File: config.mk
export PLATFORM = sky130hd
export DESIGN_NAME = ir_beacon_tx_flat
export DESIGN_NICKNAME = d
export VERILOG_FILES = /design/src/rtl/ir_beacon_tx_pkg.sv /design/src/rtl/ir_beacon_tx_if.sv /design/src/rtl/ir_beacon_tx_divider.sv /design/src/rtl/ir_beacon_tx.sv /design/src/flat_wrapper.sv
export SDC_FILE = /design/constraint.sdc
export NUM_CORES = 1
export LEC_CHECK = 0
export BUFFER_PORTS_ARGS = -buffer_cell sky130_fd_sc_hd__buf_2
export CAP_MARGIN = 20
export CORE_ASPECT_RATIO = 1.1
export CORE_MARGIN = 8
export CORE_UTILIZATION = 51
export DETAILED_ROUTE_END_ITERATION = 16
export HOLD_SLACK_MARGIN = 0.06
export PLACE_DENSITY = 0.69
export SLEW_MARGIN = 20
export SYNTH_ARGS = -nofsm -noshare
export SYNTH_HDL_FRONTEND = slang
export SYNTH_HIERARCHICAL = 1
export SYNTH_SLANG_ARGS = --single-unit
File: constraint.sdc
create_clock -name clock -period 4.5 [get_ports clock]
set_clock_uncertainty 0.05 [all_clocks]
set_input_delay 0.675 -clock clock [delete_from_list [all_inputs] [get_ports clock]]
set_output_delay 0.675 -clock clock [all_outputs]
set_load 0.1 [all_outputs]
File: src/rtl/ir_beacon_tx_pkg.sv
// ir_beacon_tx shared types, default tone half-periods
// and the freq_sel to half-period lookup.
package ir_beacon_tx_pkg;

  typedef enum logic [1:0] {
    S_IDLE,
    S_TONE,
    S_GAP
  } bcn_state_e;

  localparam int DEF_HALF0 = 50000;
  localparam int DEF_HALF1 = 5000;
  localparam int DEF_HALF2 = 500;
  localparam int DEF_HALF3 = 50;
  localparam int DEF_CNT_W = 16;

  function automatic int half_of(
    input logic [1:0] sel,
    input int         h0,
    input int         h1,
    input int         h2,
    input int         h3
  );
    int h;
    h = h0;
    unique case (sel)
      2'd0: h = h0;
      2'd1: h = h1;
      2'd2: h = h2;
      2'd3: h = h3;
      default: h = h0;
    endcase
    return h;
  endfunction

endpackage

File: src/rtl/ir_beacon_tx_if.sv
// ir_beacon_tx control/status bundle: the controller
// drives master, the beacon transmitter is the slave.
interface ir_beacon_tx_if;
  logic       start;
  logic       stop;
  logic [1:0] freq_sel;
  logic [7:0] burst_cycles;
  logic [7:0] gap_cycles;
  logic       repeat_en;
  logic       tone_out;
  logic       busy;
  logic       done;

  modport master (
    output start, stop, freq_sel,
    output burst_cycles, gap_cycles,
    output repeat_en,
    input  tone_out, busy, done
  );

  modport slave (
    input  start, stop, freq_sel,
    input  burst_cycles, gap_cycles,
    input  repeat_en,
    output tone_out, busy, done
  );
endinterface

File: src/rtl/ir_beacon_tx_divider.sv
// Half-period divider: phase is high for the first half of
// each period, period_end fires on the last low-half clock.
module ir_beacon_tx_divider #(
  parameter int CNT_W = 16
) (
  input  logic             clock,
  input  logic             reset,
  input  logic [CNT_W-1:0] half,
  input  logic             en,
  input  logic             clr,
  output logic             phase,
  output logic             tick,
  output logic             period_end
);
  logic [CNT_W-1:0] hcnt;

  assign tick = en && (hcnt == half - CNT_W'(1));
  assign period_end = tick && !phase;

  always_ff @(posedge clock or negedge reset) begin
    if (!reset) begin
      hcnt  <= '0;
      phase <= 1'b0;
    end else if (clr) begin
      hcnt  <= '0;
      phase <= 1'b1;
    end else if (en) begin
      if (tick) begin
        hcnt  <= '0;
        phase <= ~phase;
      end else begin
        hcnt <= hcnt + CNT_W'(1);
      end
    end
  end
endmodule

File: src/rtl/ir_beacon_tx.sv
// IR beacon transmitter: keyed square-wave bursts at one
// of four tones, single-shot or repeating, start/stop control.
module ir_beacon_tx #(
  parameter int HALF0 = ir_beacon_tx_pkg::DEF_HALF0,
  parameter int HALF1 = ir_beacon_tx_pkg::DEF_HALF1,
  parameter int HALF2 = ir_beacon_tx_pkg::DEF_HALF2,
  parameter int HALF3 = ir_beacon_tx_pkg::DEF_HALF3,
  parameter int CNT_W = ir_beacon_tx_pkg::DEF_CNT_W
) (
  input  logic          clock,
  input  logic          reset,
  ir_beacon_tx_if.slave bus
);
  import ir_beacon_tx_pkg::*;

  bcn_state_e       state_q, state_n;
  logic [CNT_W-1:0] half_q;
  logic [7:0]       bl_q, gl_q;
  logic [7:0]       pcnt_q, pcnt_n, pcnt_inc;
  logic             tone_q, tone_n;
  logic             busy_q, done_q, done_n;
  logic             latch, clr, en, seq_end;
  logic             phase, tick, period_end;

  ir_beacon_tx_divider #(.CNT_W(CNT_W)) u_div (
    .clock      (clock),
    .reset      (reset),
    .half       (half_q),
    .en         (en),
    .clr        (clr),
    .phase      (phase),
    .tick       (tick),
    .period_end (period_end)
  );

  assign pcnt_inc = pcnt_q + 8'd1;

  always_comb begin
    state_n = state_q;
    pcnt_n  = pcnt_q;
    done_n  = 1'b0;
    latch   = 1'b0;
    clr     = 1'b0;
    en      = 1'b0;
    seq_end = 1'b0;
    unique case (state_q)
      S_IDLE: begin
        if (bus.start && !bus.stop) begin
          latch = 1'b1;
          if (bus.burst_cycles != 8'd0) begin
            state_n = S_TONE;
            clr     = 1'b1;
          end else begin
            done_n = 1'b1;
          end
        end
      end
      S_TONE: begin
        en = 1'b1;
        if (period_end) begin
          if (pcnt_inc == bl_q) begin
            pcnt_n = 8'd0;
            if (gl_q != 8'd0) state_n = S_GAP;
            else              seq_end = 1'b1;
          end else begin
            pcnt_n = pcnt_inc;
          end
        end
      end
      S_GAP: begin
        en = 1'b1;
        if (period_end) begin
          if (pcnt_inc == gl_q) begin
            pcnt_n  = 8'd0;
            seq_end = 1'b1;
          end else begin
            pcnt_n = pcnt_inc;
          end
        end
      end
      default: state_n = S_IDLE;
    endcase
    // repeat is sampled live only at the sequence boundary
    if (seq_end) begin
      if (bus.repeat_en) begin
        state_n = S_TONE;
        clr     = 1'b1;
      end else begin
        state_n = S_IDLE;
        done_n  = 1'b1;
      end
    end
    if (bus.stop && state_q != S_IDLE) begin
      state_n = S_IDLE;
      pcnt_n  = 8'd0;
      clr     = 1'b1;
      en      = 1'b0;
      done_n  = 1'b0;
    end
  end

  // Divider phase tracks the tone while in TONE; GAP is silent.
  always_comb begin
    tone_n = 1'b0;
    if (state_n == S_TONE) begin
      if (clr)       tone_n = 1'b1;
      else if (tick) tone_n = ~phase;
      else           tone_n = phase;
    end
  end

  always_ff @(posedge clock or negedge reset) begin
    if (!reset) begin
      state_q <= S_IDLE;
      half_q  <= '0;
      bl_q    <= 8'd0;
      gl_q    <= 8'd0;
      pcnt_q  <= 8'd0;
      tone_q  <= 1'b0;
      busy_q  <= 1'b0;
      done_q  <= 1'b0;
    end else begin
      state_q <= state_n;
      pcnt_q  <= pcnt_n;
      tone_q  <= tone_n;
      busy_q  <= (state_n != S_IDLE);
      done_q  <= done_n;
      if (latch) begin
        half_q <= CNT_W'(half_of(bus.freq_sel,
                                 HALF0, HALF1,
                                 HALF2, HALF3));
        bl_q   <= bus.burst_cycles;
        gl_q   <= bus.gap_cycles;
      end
    end
  end

  assign bus.tone_out = tone_q;
  assign bus.busy     = busy_q;
  assign bus.done     = done_q;
endmodule

File: src/flat_wrapper.sv
// flat-port wrapper written by rule: the top's interface ports become plain ports
module ir_beacon_tx_flat import ir_beacon_tx_pkg::*;
#(
  parameter int HALF0 = ir_beacon_tx_pkg::DEF_HALF0,
  parameter int HALF1 = ir_beacon_tx_pkg::DEF_HALF1,
  parameter int HALF2 = ir_beacon_tx_pkg::DEF_HALF2,
  parameter int HALF3 = ir_beacon_tx_pkg::DEF_HALF3,
  parameter int CNT_W = ir_beacon_tx_pkg::DEF_CNT_W
)
  (clock, reset, bus_start, bus_stop, bus_freq_sel, bus_burst_cycles, bus_gap_cycles, bus_repeat_en, bus_tone_out, bus_busy, bus_done);
  ir_beacon_tx_if bus_i ();
  input  logic clock;
  input  logic reset;
  input wire logic [$bits(bus_i.start)-1:0] bus_start;
  input wire logic [$bits(bus_i.stop)-1:0] bus_stop;
  input wire logic [$bits(bus_i.freq_sel)-1:0] bus_freq_sel;
  input wire logic [$bits(bus_i.burst_cycles)-1:0] bus_burst_cycles;
  input wire logic [$bits(bus_i.gap_cycles)-1:0] bus_gap_cycles;
  input wire logic [$bits(bus_i.repeat_en)-1:0] bus_repeat_en;
  output wire logic [$bits(bus_i.tone_out)-1:0] bus_tone_out;
  output wire logic [$bits(bus_i.busy)-1:0] bus_busy;
  output wire logic [$bits(bus_i.done)-1:0] bus_done;
  assign bus_i.start = bus_start;
  assign bus_i.stop = bus_stop;
  assign bus_i.freq_sel = bus_freq_sel;
  assign bus_i.burst_cycles = bus_burst_cycles;
  assign bus_i.gap_cycles = bus_gap_cycles;
  assign bus_i.repeat_en = bus_repeat_en;
  assign bus_tone_out = bus_i.tone_out;
  assign bus_busy = bus_i.busy;
  assign bus_done = bus_i.done;
  ir_beacon_tx #(.HALF0(HALF0), .HALF1(HALF1), .HALF2(HALF2), .HALF3(HALF3), .CNT_W(CNT_W)) u_core (.clock(clock), .reset(reset), .bus(bus_i));
endmodule
---- Word level (Yosys, flattened, before mapping) ----
Index checks and enable logic that the tools add are counted.
storage, ports and cells
  memories ................................ 0
  bits of input ports ..................... 23
  RAM bits ................................ 0
  flip-flop bits (word level) ............. 62
  ROM bits ................................ 0
  bits in latches ......................... 0
  word-level logic and storage cells ...... 87
  output and inout bits ................... 3
operators by class
  muxes and demuxes ....................... 46
  bitwise gates (word level) .............. 1
  multipliers ............................. 0
  reduce and logical (&&, ||, !) cells .... 16
  magnitude comparators ................... 0
  $add $sub $neg .......................... 3
  div/mod/pow operators ................... 0
  eq/ne operators ......................... 11
  shifts and indexed selects .............. 0
operator list
  kind                                                 number
  one-hot mux 16 bit (4 select lines)                  1
  two-way mux 16 bit                                   3
  two-way mux 8 bit                                    5
  two-way mux 1 bit                                    27
  adder 16 x 1 -> 16 bit, second input constant        1
  equality test 16 bit                                 1
  equality test 8 bit                                  2
  one-hot mux 8 bit (2 select lines)                   1
  nonzero test 8 bit                                   2
  subtractor 16 x 1 -> 16 bit, second input constant   1
  two-way mux 2 bit                                    7
  adder 8 x 1 -> 8 bit, second input constant          1
  equality test 2 x 1 -> 1 bit, second input constant  3
  equality test 2 bit, second input constant           3
  != test 3 x 1 -> 1 bit, second input constant        2
  one-hot mux 2 bit (3 select lines)                   1
  nonzero test 2 bit                                   3
  logical AND 1 bit                                    4
  logical NOT 2 bit                                    2
  AND reduction 3 bit                                  1
  nonzero test 3 bit                                   1
  logical NOT 1 bit                                    2
  one-hot mux 1 bit (2 select lines)                   1
  OR reduction 2 bit                                   1
  inverter 1 bit                                       1

---- Depth between registers and ports, before layout ----
Gate-level depths: netlist of run 1.
  word-level depth ........................ 12
  depth in mapped cells ................... 18
  depth with buffers taken out ............ 17

---- Modules after synthesis ----
Netlist of run 1, hierarchy kept.
modules (own cells, without submodules)
  module                sequential area each (um2)  area an instance (um2)  cells an instance  times used
  ir_beacon_tx          975.9                       2409.8                  237                1
  ir_beacon_tx_divider  425.4                       1446.4                  166                1

---- Worst setup path after synthesis of run 1 ----
No wires, ideal clock.
  kind .................................... register to register
  from .................................... register u_core.half_q[1]
  to ...................................... register u_core.u_div.hcnt[15]
  required time ........................... 4314 ps
  slack ................................... 836 ps
  buffers on the path ..................... 0
  period minus slack after synthesis ...... 3664 ps
  arrival ................................. 3477 ps
  cell stages (with the launch flop) ...... 18
  library setup time ...................... 136 ps
  cells stage by stage .................... dfrtp_1 inv_1 ha_1 or4b_4 nor4_4 o21ai_0 o311a_1 or2_2 nor3_1 o2111a_2 a211oi_1 inv_1 o211a_1 and3_1 nand2b_1 nor2_1 xnor2_1 nor3_1
on the way
  longest elaborated chain between the ends .. 9
  elaborated cells between the ends (all ways) .. 13
  classes of those cells .................. add/sub (1); eq/ne (1); mux (8); reduce/logical (3)
RTL lines
  element                                                   line                                    source
  from (decl)                                               ir_beacon_tx.sv:17                      logic [CNT_W-1:0] half_q;
  from (signal assigned)                                    ir_beacon_tx.sv:129                     half_q <= CNT_W'(half_of(bus.freq_sel,
  subtractor 16 x 1 -> 16 bit *                             ir_beacon_tx_divider.sv:17              assign tick = en && (hcnt == half - CNT_W'(1));
  equality test 16 bit *                                    ir_beacon_tx_divider.sv:17
  logical AND 1 bit *                                       ir_beacon_tx_divider.sv:17
  logical AND 1 bit *                                       ir_beacon_tx_divider.sv:18              assign period_end = tick && !phase;
  via u_core.period_end                                     ir_beacon_tx.sv:23                      logic phase, tick, period_end;
  two-way mux 1 bit (on tied branches)                      ir_beacon_tx.sv:72, ir_beacon_tx.sv:60
  one-hot mux 1 bit (2 select lines) *                      ir_beacon_tx.sv:46                      unique case (state_q)
  two-way mux 1 bit *                                       ir_beacon_tx.sv:84                      if (seq_end) begin
  two-way mux 1 bit *                                       ir_beacon_tx.sv:93                      if (bus.stop && state_q != S_IDLE) begin
  via u_core.clr                                            ir_beacon_tx.sv:22                      logic latch, clr, en, seq_end;
  two-way mux 16 bit or nonzero test 2 bit (tied branches)  -
  to (signal assigned)                                      ir_beacon_tx_divider.sv:32              hcnt <= hcnt + CNT_W'(1);
  to (decl)                                                 ir_beacon_tx_divider.sv:15              logic [CNT_W-1:0] hcnt;
The timed path passes the listed nets; every way through them passes the cells marked *. The select of a mux whose other input is x is not followed.
A chain may end at the register's enable or synchronous reset.

---- Worst setup path after layout of run 1 ----
  from .................................... register u_core.half_q[1]
  to ...................................... register u_core.u_div.hcnt[14]
The elaborated chain is that of the path after synthesis.

==> flow_results.xml, run 1 <==
<?xml version="1.0" encoding="UTF-8"?>
<metrics>
  <group name="die">
    <metric name="initial_core_util" unit="%">52.2</metric>
    <metric name="design.die.area" unit="µm²">10600</metric>
    <metric name="num_rows" unit="">33</metric>
    <metric name="die-width" unit="µm">98.9</metric>
    <metric name="dieHeight" unit="µm">107</metric>
    <metric name="ios" unit="">26</metric>
    <metric name="fp.coreArea" unit="µm²">7390</metric>
  </group>
  <group name="power_and_ir_drop">
    <metric name="comb_power_share" unit="%">45.4</metric>
    <metric name="sequentialPowerShare" unit="%">40.7</metric>
    <metric name="cellLeakagePower" unit="nW">1.82</metric>
    <metric name="pwr_density_cell" unit="nW/µm²">489</metric>
    <metric name="design_internal_power" unit="mW">1.18</metric>
    <metric name="power.switching" unit="µW">869</metric>
    <metric name="vdd_drop_max" unit="mV">0.324</metric>
    <metric name="netSwitchingFraction" unit="%">42.3</metric>
    <metric name="clkPwrFrac" unit="%">13.9</metric>
  </group>
  <group name="status">
    <metric name="run_status" unit="">finished clean</metric>
  </group>
  <group name="drt">
    <metric name="antenna_violating_nets_post_route" unit="">0</metric>
    <metric name="num_vias" unit="">3079</metric>
    <metric name="avgRoutedWirePerCell" unit="µm">15.9</metric>
    <metric name="routed_via_density" unit="">5.82</metric>
    <metric name="drt_iter0_markers" unit="">146</metric>
    <metric name="finalWirelength" unit="µm">8390</metric>
    <metric name="drc_errors" unit="">0</metric>
    <metric name="drt_pass1_iterations" unit="">4</metric>
  </group>
  <group name="yosys">
    <metric name="ys_warn_count" unit="">6</metric>
    <metric name="netlist.top_cell.by_area" unit="">sky130_fd_sc_hd__dfrtp_1</metric>
    <metric name="synth_area" unit="µm²">3860</metric>
    <metric name="synth_top_flop_cell" unit="">sky130_fd_sc_hd__dfrtp_1</metric>
    <metric name="post-synth-top-count-cell" unit="">sky130_fd_sc_hd__dfrtp_1</metric>
    <metric name="synth_seq_area_share" unit="%">36.3</metric>
    <metric name="netlist_top_cells_count" unit="">sky130_fd_sc_hd__dfrtp_1 (56), sky130_fd_sc_hd__nor2_1 (32), sky130_fd_sc_hd__nand2_1 (27)</metric>
    <metric name="post_synth_main_area_contributors" unit="">sky130_fd_sc_hd__dfrtp_1 (36%), sky130_fd_sc_hd__mux2_2 (6.4%), sky130_fd_sc_hd__xnor2_1 (5.2%)</metric>
    <metric name="post_synth.cell_area_avg" unit="µm²">9.57</metric>
    <metric name="ys_async_sr_fraction" unit="%">100</metric>
    <metric name="synth-edff-count" unit="">0</metric>
    <metric name="synth.lib_cells_used.distinct" unit="">64</metric>
    <metric name="netlist_instances" unit="">403</metric>
    <metric name="synth_top_area_share" unit="%">36.3</metric>
    <metric name="ys_ff_latch" unit="">56</metric>
  </group>
  <group name="final_layout">
    <metric name="num-nets-final" unit="">478</metric>
    <metric name="layout-drive-gt1-share" unit="%">17.0</metric>
    <metric name="syn_to_final_growth" unit="%">8.99</metric>
    <metric name="finalCoreUtilization" unit="%">56.9</metric>
    <metric name="num_antenna_cells" unit="">0</metric>
  </group>
  <group name="clock_tree">
    <metric name="cts_sinks" unit="">56</metric>
    <metric name="cts_resized" unit="">0</metric>
    <metric name="htreeDepth" unit="">2</metric>
    <metric name="cts_buffers" unit="">5</metric>
    <metric name="clockRootBuffer" unit="">sky130_fd_sc_hd__clkbuf_8</metric>
    <metric name="cts_setup_buffers" unit="">0</metric>
    <metric name="path_clk_slew" unit="ps">100</metric>
    <metric name="tritoncts_clock_tree" unit="">done</metric>
    <metric name="worst_skew_late_latency" unit="ps">310</metric>
    <metric name="hold_buffers" unit="">0</metric>
    <metric name="max-clock-path-buffers" unit="">2</metric>
  </group>
  <group name="setup_path">
    <metric name="cp_top_family" unit="">simple AND/OR/NAND/NOR gates</metric>
    <metric name="worst_setup_path_end_kind" unit="">flip-flop</metric>
    <metric name="worst-endpoint-required" unit="ps">4680</metric>
    <metric name="ff2ff_setup_slack" unit="ps">350</metric>
    <metric name="worst-endpoint-arrival" unit="ps">4330</metric>
    <metric name="worst-setup-path-type" unit="">flip-flop to flip-flop</metric>
    <metric name="crit_path_max_cell_delay" unit="ps">520</metric>
    <metric name="crit_path_cell_trace" unit="">inv_1, ha_1, or4b_4, nor4_4, o21ai_0, o311a_1, or2_2, nor3_1, o2111a_2, a211oi_1, inv_1, o211a_1, nand2_1, nor2_1, nand4_1, xor2_1, nor3_1</metric>
    <metric name="cp_max_fo" unit="">5</metric>
    <metric name="path_buf_inv" unit="">2</metric>
    <metric name="crit_path_start_kind" unit="">flip-flop</metric>
    <metric name="critPathSlowestCell" unit="">sky130_fd_sc_hd__or4b_4</metric>
  </group>
  <group name="global_route">
    <metric name="grt_pass1_vias" unit="">3058</metric>
    <metric name="grt_first_pass_wirelength" unit="µm">14200</metric>
    <metric name="pin_count_of_the_biggest_net_entering_global_routing" unit="">57</metric>
    <metric name="grt_overflow" unit="">0</metric>
    <metric name="number_of_antenna_violations_at_the_first_check_in_global_routing" unit="">0</metric>
    <metric name="grt_use_total" unit="%">16.4</metric>
  </group>
  <group name="timing">
    <metric name="setup_viol" unit="">0</metric>
    <metric name="post-route-min-period" unit="ps">4150</metric>
    <metric name="timing.final.max_slew_violations" unit="">0</metric>
    <metric name="final.period_utilization" unit="%">92.2</metric>
    <metric name="rsz_0062_raised_after_global_routing" unit="">false</metric>
    <metric name="clock.fmax" unit="MHz">241</metric>
    <metric name="finalHoldWorstSlack" unit="ps">434</metric>
    <metric name="hold_viol" unit="">0</metric>
    <metric name="timing.slew.headroom" unit="%">36.1</metric>
    <metric name="setup-tns-final" unit="ps">0</metric>
    <metric name="timing_worst_slew_pin_value" unit="ps">952</metric>
  </group>
  <group name="min_path">
    <metric name="min_path_type" unit="">input pin to async pin</metric>
  </group>
  <group name="placement">
    <metric name="io_buffers" unit="">25</metric>
    <metric name="place.gp.congestion" unit="">0.882</metric>
    <metric name="hpwl" unit="µm">6300</metric>
  </group>
  <group name="run">
    <metric name="max_cap_violations" unit="">0</metric>
  </group>
</metrics>
cell families after synthesis:
| group | Yosys count | share of synthesized area, % |
|---|---|---|
| AOI/OAI and AO/OA | 79 | 15.2 |
| other | 1 | 0.0972 |
| xor gates and xnor gates | 44 | 10.6 |
| DFF | 56 | 36.3 |
| muxes | 27 | 7.85 |
| adders and majority gates | 14 | 4.54 |
| and+or+nand+nor | 150 | 21.6 |
| buffers and inverters | 32 | 3.83 |
flip-flops by register name, summed over array words and instances (netlist names), 2 cells and up:
register and cells:
u_core/half_q 10, u_core/bl_q 8, u_core/state_q 2, u_core/pcnt_q 8, u_core/u_div/hcnt 16, u_core/gl_q 8
final timing paths:
| check | from | cells past startpoint | to |
|---|---|---|---|
| min in group clock | u_core/bl_q[4] | 1 | u_core/bl_q[4] |
| max in group asynchronous | reset | 2 | u_core/u_div/hcnt[1] |
| min reg2reg | u_core/bl_q[4] | 1 | u_core/bl_q[4] |
| max | u_core/half_q[1] | 17 | u_core/u_div/hcnt[14] |
| max reg2reg | u_core/half_q[1] | 17 | u_core/u_div/hcnt[14] |
| min | reset | 2 | u_core/bl_q[1] |
through the flow:
step	instance area [µm²]	power (mW)	std cells	worst slack [ps]
after CTS	4200	2.06	529	348
after global placement	4100	1.75	521	474
after detailed placement	4100	1.78	521	367
final	4200	2.05	529	353
after global routing	4200	2.20	529	14.3
after floorplan	3920	1.55	420	836
routing by layer:
metal,share of wire (%),GRT usage [%]
met3,2.4,2.59
met1,42,18.2
met2,53,30.4
met5,0,0
met4,2.1,6.81
layout make-up:
cell class                      instances  area (µm²)
Sequential cell                        56        1400
Clock buffer                            6        82.6
Timing Repair Buffer                   30         163
Tap cell                               87         109
Multi-Input combinational cell        332        2380
Clock inverter                          2        10.0
Inverter                               16        60.1
Fill cell                             685        3190
power by group through the flow:
| stage | registers (mW) | logic [mW] | clock network [mW] |
|---|---|---|---|
| after global placement | 0.842 | 0.910 | 0 |
| final | 0.836 | 0.932 | 0.285 |
| after floorplan | 0.818 | 0.735 | 0 |
| after global routing | 0.865 | 1.02 | 0.315 |
| after CTS | 0.837 | 0.935 | 0.293 |
| after detailed placement | 0.848 | 0.928 | 0 |
cell usage in the layout (no fill, tap or decap), drive strengths merged, types with 8 or more instances in the layout:
cell and instances:
dfrtp 56, nor2 33, buf 30, nand2 27
xnor2 24, mux2 23, nor3 22, xor2 19
o21ai 19, conb 18, inv 16, ha 14
a21oi 11, nand2b 10, nor2b 8, nor4 8
Power figures use the tool's default switching activity.
==> inputs of run 2 (changes only) <==
--- a/config.mk
+++ b/config.mk
@@ -9,10 +9,9 @@
 export CAP_MARGIN = 20
 export CORE_ASPECT_RATIO = 1.1
 export CORE_MARGIN = 8
-export CORE_UTILIZATION = 51
+export CORE_UTILIZATION = 30
 export DETAILED_ROUTE_END_ITERATION = 16
 export HOLD_SLACK_MARGIN = 0.06
-export PLACE_DENSITY = 0.69
 export SLEW_MARGIN = 20
 export SYNTH_ARGS = -nofsm -noshare
 export SYNTH_HDL_FRONTEND = slang
==> run 2 against run 1 <==
Against the previous run: worst hold slack improved by 27 ps; non-clock buffer count did not move; die area rose by 58%; largest cell class unchanged; largest power group unchanged.
==> flow_results.xml, run 2 (synthesis gave the netlist of run 1 again) <==
<?xml version="1.0" encoding="UTF-8"?>
<metrics>
  <group name="die">
    <metric name="fp.coreArea" unit="µm²">12600</metric>
    <metric name="num_rows" unit="">43</metric>
    <metric name="ios" unit="">26</metric>
    <metric name="design.die.area" unit="µm²">16700</metric>
    <metric name="initial_core_util" unit="%">30.6</metric>
    <metric name="dieHeight" unit="µm">135</metric>
    <metric name="die-width" unit="µm">124</metric>
  </group>
  <group name="final_layout">
    <metric name="registers.top_by_ff_count" unit="">u_core/u_div/hcnt</metric>
    <metric name="reg.largest.list" unit="">u_core/u_div/hcnt: 16 flops, u_core/half_q: 10 flops</metric>
    <metric name="finalCoreUtilization" unit="%">34.5</metric>
    <metric name="mostFrequentLayoutCells" unit="">sky130_fd_sc_hd__dfrtp_1 (56), sky130_fd_sc_hd__nor2_1 (32), sky130_fd_sc_hd__nand2_1 (27)</metric>
    <metric name="largest_register_ff_count" unit="">16</metric>
    <metric name="syn_to_final_growth" unit="%">12.8</metric>
    <metric name="layout-drive-gt1-share" unit="%">16.7</metric>
    <metric name="layout_commonest_cell" unit="">sky130_fd_sc_hd__dfrtp_1</metric>
    <metric name="final_cells" unit="">599</metric>
    <metric name="num_antenna_cells" unit="">0</metric>
    <metric name="num-nets-final" unit="">478</metric>
  </group>
  <group name="setup_path">
    <metric name="cp_max_fo" unit="">13</metric>
    <metric name="path_buf_inv" unit="">1</metric>
    <metric name="crit_path_max_cell_delay" unit="ps">510</metric>
    <metric name="worst_setup_path_end_kind" unit="">flip-flop</metric>
    <metric name="critPathSlowestCell" unit="">sky130_fd_sc_hd__dfrtp_1</metric>
    <metric name="crit_path_cell_trace" unit="">or3_1, or3_1, o211ai_1, a21oi_1, or2_2, nor3_1, o2111a_2, a211oi_1, inv_1, o211a_1, nand2_1, nor2_1, nand4_1, xor2_1, nor3_1</metric>
    <metric name="worst-endpoint-required" unit="ps">4660</metric>
    <metric name="worst-endpoint-arrival" unit="ps">4240</metric>
    <metric name="worst-setup-path-type" unit="">flip-flop to flip-flop</metric>
    <metric name="crit_path_start_kind" unit="">flip-flop</metric>
    <metric name="rr_startpoint" unit="">u_core/half_q[12]</metric>
    <metric name="cp-startpoint" unit="">u_core/half_q[12]</metric>
    <metric name="cp_top_family" unit="">simple AND/OR/NAND/NOR gates</metric>
  </group>
  <group name="timing">
    <metric name="timing.slew.headroom" unit="%">35.7</metric>
    <metric name="final.period_utilization" unit="%">90.6</metric>
    <metric name="post-route-min-period" unit="ps">4080</metric>
    <metric name="setup_viol" unit="">0</metric>
    <metric name="clock.fmax" unit="MHz">245</metric>
    <metric name="rsz_0062_raised_after_global_routing" unit="">false</metric>
    <metric name="hold_viol" unit="">0</metric>
    <metric name="timing.final.max_slew_violations" unit="">0</metric>
    <metric name="timing_worst_slew_pin_value" unit="ps">957</metric>
    <metric name="setup-tns-final" unit="ps">0</metric>
  </group>
  <group name="power_and_ir_drop">
    <metric name="design_power_total" unit="mW">2.18</metric>
    <metric name="comb_power_share" unit="%">43.1</metric>
    <metric name="design_internal_power" unit="mW">1.28</metric>
    <metric name="pwr_density_cell" unit="nW/µm²">502</metric>
    <metric name="vdd_drop_max" unit="mV">0.265</metric>
    <metric name="clkPwrFrac" unit="%">18.2</metric>
    <metric name="cellLeakagePower" unit="nW">1.84</metric>
    <metric name="netSwitchingFraction" unit="%">41.1</metric>
    <metric name="power.switching" unit="µW">898</metric>
    <metric name="sequentialPowerShare" unit="%">38.7</metric>
  </group>
  <group name="placement">
    <metric name="place.gp.congestion" unit="">0.853</metric>
    <metric name="numPlacedInstances" unit="">591</metric>
    <metric name="io_buffers" unit="">25</metric>
    <metric name="hpwl" unit="µm">6820</metric>
  </group>
  <group name="clock_tree">
    <metric name="cts_sinks" unit="">56</metric>
    <metric name="path_clk_slew" unit="ps">70</metric>
    <metric name="clockRootBuffer" unit="">sky130_fd_sc_hd__clkbuf_16</metric>
    <metric name="tritoncts_clock_tree" unit="">done</metric>
    <metric name="hold_buffers" unit="">0</metric>
    <metric name="cts_buffers" unit="">5</metric>
    <metric name="htreeDepth" unit="">2</metric>
    <metric name="max-clock-path-buffers" unit="">2</metric>
    <metric name="worst_skew_late_latency" unit="ps">290</metric>
  </group>
  <group name="drt">
    <metric name="antenna_violating_nets_post_route" unit="">0</metric>
    <metric name="drc_errors" unit="">0</metric>
    <metric name="drt_pass1_iterations" unit="">4</metric>
    <metric name="avgRoutedWirePerCell" unit="µm">14.7</metric>
    <metric name="finalWirelength" unit="µm">8830</metric>
    <metric name="num_vias" unit="">3025</metric>
    <metric name="routed_via_density" unit="">5.05</metric>
    <metric name="drt_iter0_markers" unit="">230</metric>
  </group>
  <group name="global_route">
    <metric name="pin_count_of_the_biggest_net_entering_global_routing" unit="">57</metric>
    <metric name="grt_use_total" unit="%">11.0</metric>
    <metric name="grt_pass1_vias" unit="">2976</metric>
    <metric name="grt_first_pass_wirelength" unit="µm">14800</metric>
    <metric name="number_of_antenna_violations_at_the_first_check_in_global_routing" unit="">0</metric>
    <metric name="grt_overflow" unit="">0</metric>
  </group>
  <group name="status">
    <metric name="run_status" unit="">finished clean</metric>
  </group>
  <group name="min_path">
    <metric name="min_path_type" unit="">input pin to async pin</metric>
  </group>
  <group name="run">
    <metric name="max_cap_violations" unit="">0</metric>
  </group>
</metrics>
[run 2: power by group through the flow]
stage | Combinational [mW] | Clock [mW] | Sequential, mW
after floorplan | 0.735 | 0 | 0.818
after global routing | 1.03 | 0.425 | 0.873
after global placement | 0.913 | 0 | 0.845
after CTS | 0.940 | 0.411 | 0.841
after detailed placement | 0.938 | 0 | 0.850
final | 0.941 | 0.398 | 0.844
[run 2: per-stage QoR]
stage          hold slack, ps  cell area [µm²]  worst slack (ps)
2_1_floorplan             329             3920               836
3_3_place_gp              461             4190               533
3_5_place_dp              469             4190               335
4_1_cts                   486             4340               330
5_1_grt                   503             4350              62.8
6_report                  462             4350               421
[run 2: worst paths after layout]
check	endpoint	slack [ps]	depth (start not counted)
worst max-delay path	u_core/u_div/hcnt[14]	420	15
worst min-delay path	u_core/u_div/hcnt[1]	460	2
worst max register to register	u_core/u_div/hcnt[14]	420	15
worst min register to register	u_core/bl_q[4]	480	1
max in group asynchronous	u_core/pcnt_q[5]	3470	2
min in group clock	u_core/bl_q[4]	480	1
[run 2: cell type report]
cell class                      count  area, µm²
Multi-Input combinational cell    332       2380
Inverter                           16       60.1
Clock buffer                        7        143
Timing Repair Buffer               30        163
Clock inverter                      1       7.51
Fill cell                        1302       8240
Tap cell                          157        196
Sequential cell                    56       1400
[run 2: worst register-to-register path, stage by stage, from the launching register on]
cell	delay, ps
sky130_fd_sc_hd__dfrtp_1	510
sky130_fd_sc_hd__or3_1	510
sky130_fd_sc_hd__or3_1	410
sky130_fd_sc_hd__o211ai_1	190
sky130_fd_sc_hd__a21oi_1	170
sky130_fd_sc_hd__or2_2	320
sky130_fd_sc_hd__nor3_1	360
sky130_fd_sc_hd__o2111a_2	340
sky130_fd_sc_hd__a211oi_1	120
sky130_fd_sc_hd__inv_1	100
sky130_fd_sc_hd__o211a_1	170
sky130_fd_sc_hd__nand2_1	80
sky130_fd_sc_hd__nor2_1	240
sky130_fd_sc_hd__nand4_1	150
sky130_fd_sc_hd__xor2_1	160
sky130_fd_sc_hd__nor3_1	120
[run 2: repair_timing]
| item | in CTS | in global routing |
|---|---|---|
| gates resized for setup | 0 | 1 |
| setup buffers | 0 | 0 |
| endpoints found under the setup margin | 0 | 1 |
[run 2: routing by layer]
layer | GRT usage (%) | up-vias | share of wire [%]
met2 | 17.5 | 57 | 48
met1 | 15.0 | 1458 | 49
met5 | 0 | - | 0
met4 | 3.31 | 0 | 0.69
li1 | - | 1508 | -
met3 | 1.17 | 2 | 2.8
